<file path="config.mk">
export PLATFORM = sky130hd
export DESIGN_NAME = bresenham_tracer
export DESIGN_NICKNAME = d
export VERILOG_FILES = /design/src/rtl/bresenham_tracer.sv
export SDC_FILE = /design/constraint.sdc
export NUM_CORES = 1
export LEC_CHECK = 0
export ABC_CLOCK_PERIOD_IN_PS = 6000
export BUFFER_PORTS_ARGS = -buffer_cell sky130_fd_sc_hd__buf_2
export CORE_ASPECT_RATIO = 1.75
export CORE_MARGIN = 8
export CORE_UTILIZATION = 60
export DETAILED_ROUTE_END_ITERATION = 7
export GPL_TIMING_DRIVEN = 0
export PLACE_DENSITY = 0.8
export SETUP_SLACK_MARGIN = 0.02
export SYNTH_ARGS = -nofsm -noshare
export SYNTH_HDL_FRONTEND = slang
export SYNTH_SLANG_ARGS = --single-unit
</file>
<file path="constraint.sdc">
create_clock -name clock -period 6 [get_ports clock]
set_input_delay 1.2 -clock clock [delete_from_list [all_inputs] [get_ports clock]]
set_output_delay 1.2 -clock clock [all_outputs]
set_load 0.03 [all_outputs]
</file>
<file path="src/rtl/bresenham_tracer.sv">
// All-octant integer Bresenham ray walker over grid index space.
// Emits one traversed cell per output beat, with range truncation and abort.
module bresenham_tracer #(
  parameter int X_BITS    = 8,
  parameter int Y_BITS    = 7,
  parameter int MAX_STEPS = 64,
  parameter int E_BITS    = ((X_BITS > Y_BITS) ? X_BITS : Y_BITS) + 2
) (
  input  logic              clock,
  input  logic              reset,
  input  logic              in_valid,
  output logic              in_ready,
  input  logic [X_BITS-1:0] x0,
  input  logic [Y_BITS-1:0] y0,
  input  logic [X_BITS-1:0] x1,
  input  logic [Y_BITS-1:0] y1,
  input  logic              abort,
  output logic              out_valid,
  input  logic              out_ready,
  output logic [X_BITS-1:0] out_x,
  output logic [Y_BITS-1:0] out_y,
  output logic              out_last,
  output logic              out_hit,
  output logic              busy
);

  localparam int CNT_W = $clog2(MAX_STEPS + 1);

  typedef enum logic [1:0] {
    S_IDLE,
    S_SETUP,
    S_TRACE
  } state_t;

  state_t r_state, w_next;

  logic [X_BITS-1:0] r_x0, r_x1, r_cx, r_dx;
  logic [Y_BITS-1:0] r_y0, r_y1, r_cy, r_dy;
  logic              r_sx_neg, r_sy_neg;
  logic signed [E_BITS-1:0] r_err;
  logic [CNT_W-1:0]  r_cnt;

  logic [X_BITS-1:0] w_dx;
  logic [Y_BITS-1:0] w_dy;
  logic signed [E_BITS-1:0] w_err_init, w_err_nx;
  logic signed [E_BITS-1:0] w_dx_e, w_dy_e;
  logic signed [E_BITS:0]   w_e2, w_ndy, w_dxs;
  logic w_trace, w_at_end, w_cap, w_fire, w_adv;
  logic w_stepx, w_stepy;

  assign w_trace  = (r_state == S_TRACE);
  assign w_at_end = (r_cx == r_x1) && (r_cy == r_y1);
  assign w_cap    = (r_cnt == CNT_W'(MAX_STEPS - 1));
  assign w_fire   = w_trace & out_ready;
  assign w_adv    = w_fire & ~out_last;

  assign in_ready  = (r_state == S_IDLE);
  assign busy      = (r_state != S_IDLE);
  assign out_valid = w_trace;
  assign out_last  = w_trace & (w_at_end | w_cap);
  assign out_hit   = w_trace & w_at_end;
  assign out_x     = r_cx;
  assign out_y     = r_cy;

  assign w_dx = (r_x1 >= r_x0) ? (r_x1 - r_x0) : (r_x0 - r_x1);
  assign w_dy = (r_y1 >= r_y0) ? (r_y1 - r_y0) : (r_y0 - r_y1);

  assign w_dx_e     = $signed({{(E_BITS-X_BITS){1'b0}}, w_dx});
  assign w_dy_e     = $signed({{(E_BITS-Y_BITS){1'b0}}, w_dy});
  assign w_err_init = w_dx_e - w_dy_e;

  // Both step decisions use the same pre-update doubled error.
  assign w_e2    = $signed({r_err, 1'b0});
  assign w_ndy   = -$signed({{(E_BITS+1-Y_BITS){1'b0}}, r_dy});
  assign w_dxs   = $signed({{(E_BITS+1-X_BITS){1'b0}}, r_dx});
  assign w_stepx = (w_e2 > w_ndy);
  assign w_stepy = (w_e2 < w_dxs);

  always_comb begin
    w_err_nx = r_err;
    if (w_stepx) w_err_nx = w_err_nx - $signed({{(E_BITS-Y_BITS){1'b0}}, r_dy});
    if (w_stepy) w_err_nx = w_err_nx + $signed({{(E_BITS-X_BITS){1'b0}}, r_dx});
  end

  always_ff @(posedge clock or posedge reset) begin
    if (reset) r_state <= S_IDLE;
    else       r_state <= w_next;
  end

  always_comb begin
    w_next = r_state;
    unique case (r_state)
      S_IDLE:  if (in_valid) w_next = S_SETUP;
      S_SETUP: w_next = S_TRACE;
      S_TRACE: if (w_fire && out_last) w_next = S_IDLE;
      default: w_next = S_IDLE;
    endcase
    if (abort) w_next = S_IDLE;
  end

  always_ff @(posedge clock or posedge reset) begin
    if (reset) begin
      r_x0     <= '0;
      r_y0     <= '0;
      r_x1     <= '0;
      r_y1     <= '0;
      r_cx     <= '0;
      r_cy     <= '0;
      r_dx     <= '0;
      r_dy     <= '0;
      r_sx_neg <= 1'b0;
      r_sy_neg <= 1'b0;
      r_err    <= '0;
      r_cnt    <= '0;
    end else if (!abort) begin
      if (r_state == S_IDLE && in_valid) begin
        r_x0 <= x0;
        r_y0 <= y0;
        r_x1 <= x1;
        r_y1 <= y1;
      end else if (r_state == S_SETUP) begin
        r_dx     <= w_dx;
        r_dy     <= w_dy;
        r_sx_neg <= (r_x1 < r_x0);
        r_sy_neg <= (r_y1 < r_y0);
        r_err    <= w_err_init;
        r_cx     <= r_x0;
        r_cy     <= r_y0;
        r_cnt    <= '0;
      end else if (w_adv) begin
        r_err <= w_err_nx;
        if (w_stepx) r_cx <= r_sx_neg ? r_cx - 1'b1 : r_cx + 1'b1;
        if (w_stepy) r_cy <= r_sy_neg ? r_cy - 1'b1 : r_cy + 1'b1;
        r_cnt <= r_cnt + CNT_W'(1);
      end
    end
  end

endmodule

</file>
==> impl_results.md <==
- Outcome: finished clean
- Via density: 6.17
- Buf/Inv on CP: 2
- Top cell types by occurrence after synthesis: o21ai_0, dfrtp_1, ha_1
- CTS tree: built
- Cells after Synth: 799
- GPL Wtd Cong: 0.971
- WS Path Type: reg2reg
- Critical path peak fanout: 10
- First-pass GRT wire length: 31.8 mm
- Antenna Cells: 0
- Largest net degree at the start of global routing: 49
- Largest area contributor in the netlist: dfrtp_1
- I/O pin cnt: 55
- Die Y: 157 um
- Worst hold path type: reg2reg
- Mean Syn Cell Area: 8.58 um2
- Synthesized cell area: 6860 um2
- Most common cell in the synthesized netlist: o21ai_0
- Final Cycle Share: 0.887
- Slowest-stage cell, CP: dfrtp_1
- Final Util: 0.681
- Clock-pin transition on the worst setup and hold timing paths: 0.06 ns
- Final clock skew: 0.0114 ns
- Area Overhead vs Synth: 10.9%
- Vias in the first global route: 6,639
- Commonest register cell after synthesis: dfrtp_1
- Drt total wl: 19.7 mm
- Post-route DRC: 0
- Critical Path Max Stage Delay: 0.43 ns
- Post-CTS sizing: 0
- Die footprint: 15,200 um2
- Async S/R FF share, synth: 1.00
- DP HPWL: 15.9 mm
- RSZ-0062 raised after global routing: false
- Remaining global-route overflow: 0
- Clock root buffer master: clkbuf_16
- Setup crit start kind: register
- Post-synthesis register bit count: 81
- # rows: 51
- GRT Overall Usage: 0.258
- Slew headroom: 0.431
- Worst EP required: 6.25 ns
- Endpoints failing setup: 0
- Tightest Pin Transition: 0.854 ns
- Total Neg Setup Slack: 0 ns
- Drt wl/cell: 19.7 um
- Clock tree buffer depth: 2
- DRT iter0 DRCs: 290
- Max Freq: 0.188 GHz
- Share of layout cells above drive strength 1: 0.131
- Cts hold-fix bufs: 0
- Synth warn: 0
- Initial Util: 0.614
- CP arrival: 5.58 ns
- Net count, final: 990
- Seq/Total Area, Yosys: 0.296
- Tmin final: 5.32 ns
- Post-route ant nets: 0
- Antenna violations before repair: 0
- # fillers: 896
- Critical-path cell list: nor4_1, nand2_1, xnor2_1, ha_1, nand4_1, a2111o_1, o211ai_2, mux2i_2, buf_6, mux2i_1, inv_1, ha_1, a211oi_1, o21ai_0, o31ai_1, nor2_1, o211ai_1, xnor2_1, or3_1, o211ai_1
- H-tree depth: 3
- Final hold vios: 0
- Top cell type's share of synthesized area: 0.296
- I/O Buffers: 54
- DIE WIDTH: 96.8 um
- Area of the core: 11,200 um2
- TritonCTS buffer count: 9
- Top area cells in the synthesized netlist: dfrtp_1, ha_1, o21ai_0, xnor2_1, a21oi_1
- Max_cap viols: 0
- Slew Limit Fails: 0
- CP Capture Type: register
- Family with the most delay on the worst path: compound AO/OA/AOI/OAI gates
- Synth unique cells: 71
- EDFF count, synth: 0
- Clock sink total: 81
- Initial DRT Pass Iterations: 5
- Synthesized net count: 924
- Via count: 6,185
- Postcts setup bufs: 0
- Clock latency on the worst-skew pair: 0.34 ns
## kinds of logic (layout without fill, tap and decap cells)
kind of cell | count (synthesis) | count (layout) | synth area share
buffers and inverters | 104 | 175 | 0.0604
xor gates and xnor gates | 60 | 60 | 0.0767
muxes | 24 | 24 | 0.0383
DFF | 81 | 81 | 0.296
AOI/OAI and AO/OA | 232 | 232 | 0.208
and+or+nand+nor | 208 | 208 | 0.147
adders and majority gates | 90 | 90 | 0.174
## worst min-delay path, cell delays in order (launching register included)
cell and delay, ns:
dfrtp_1 0.36, nand2_1 0.06, nand2_1 0.05
## final timing paths
| path | startpoint | end | slack, ns | cells past startpoint |
|---|---|---|---|---|
| max in group asynchronous | reset | out_y[4] | 4.54 | 3 |
| min in group asynchronous | reset | r_cnt[0] | 0.88 | 2 |
| setup / recovery | r_dy[2] | r_err[9] | 0.68 | 20 |
| setup reg to reg | r_dy[2] | r_err[9] | 0.68 | 20 |
| hold reg to reg | r_cnt[1] | r_cnt[1] | 0.50 | 2 |
| hold / removal | r_cnt[1] | r_cnt[1] | 0.50 | 2 |
## final cells by class
cell class / count / area, um2 / share of cell area
Buffer: 26 / 121 / 0.0160
Clock buffer: 12 / 256 / 0.0337
Clock inverter: 4 / 26.3 / 0.00346
Inverter: 78 / 295 / 0.0388
Multi-Input combinational cell: 614 / 4410 / 0.581
Sequential cell: 81 / 2030 / 0.267
Tap cell: 132 / 165 / 0.0217
Timing Repair Buffer: 55 / 298 / 0.0392
## state kept, by name, indices dropped and copies added, names as in the netlist
signal    cells
r_sy_neg      1
r_dx          8
r_cnt         7
r_y0          7
r_state       2
r_x0          8
r_sx_neg      1
out_y         7
r_x1          8
r_y1          7
r_err        10
out_x         8
r_dy          7
## cells in the final DEF (no fill, tap or decap), types with 3 or more instances in the layout
master	count
xor2_1	14
dfrtp_1	81
a31oi_1	5
a21oi_2	3
nor2_1	49
a211o_1	3
nor2b_1	12
nand3b_1	4
o21bai_1	9
nand4_1	11
ha_1	81
or3_1	3
nand2_1	79
and2_1	3
or2_2	4
fa_1	9
a21oi_1	62
nand3_1	8
nor4_1	3
buf_2	61
clkbuf_16	9
mux2i_1	11
o21a_1	8
nor3_1	8
nor3_2	3
inv_1	76
o21ai_0	84
o31ai_1	4
mux2_2	10
xnor2_1	46
o211ai_1	12
o21ai_1	4
a211oi_1	5
nand2b_1	8
a21o_1	11
clkbuf_1	17
## stage by stage
step / cells / worst slack, ns / hold WS [ns] / area, um2
2_1_floorplan: 799 / 1.44 / 0.457 / 6860
3_3_place_gp: 985 / 0.799 / 0.469 / 7290
3_5_place_dp: 986 / 0.766 / 0.488 / 7320
4_1_cts: 1002 / 0.730 / 0.499 / 7600
5_1_grt: 1002 / 0.355 / 0.540 / 7600
6_report: 1002 / 0.675 / 0.499 / 7600
## metal layers
layer,share of wire,routed length (um),global-route usage
met5,0,0,0
met4,0.065,1290,0.186
met3,0.042,832,0.0369
met2,0.53,10500,0.495
met1,0.36,7100,0.244
Power is left out: the tool's default activity adds up to more than one toggle a clock period on the data nets, which glitch-free logic cannot reach.
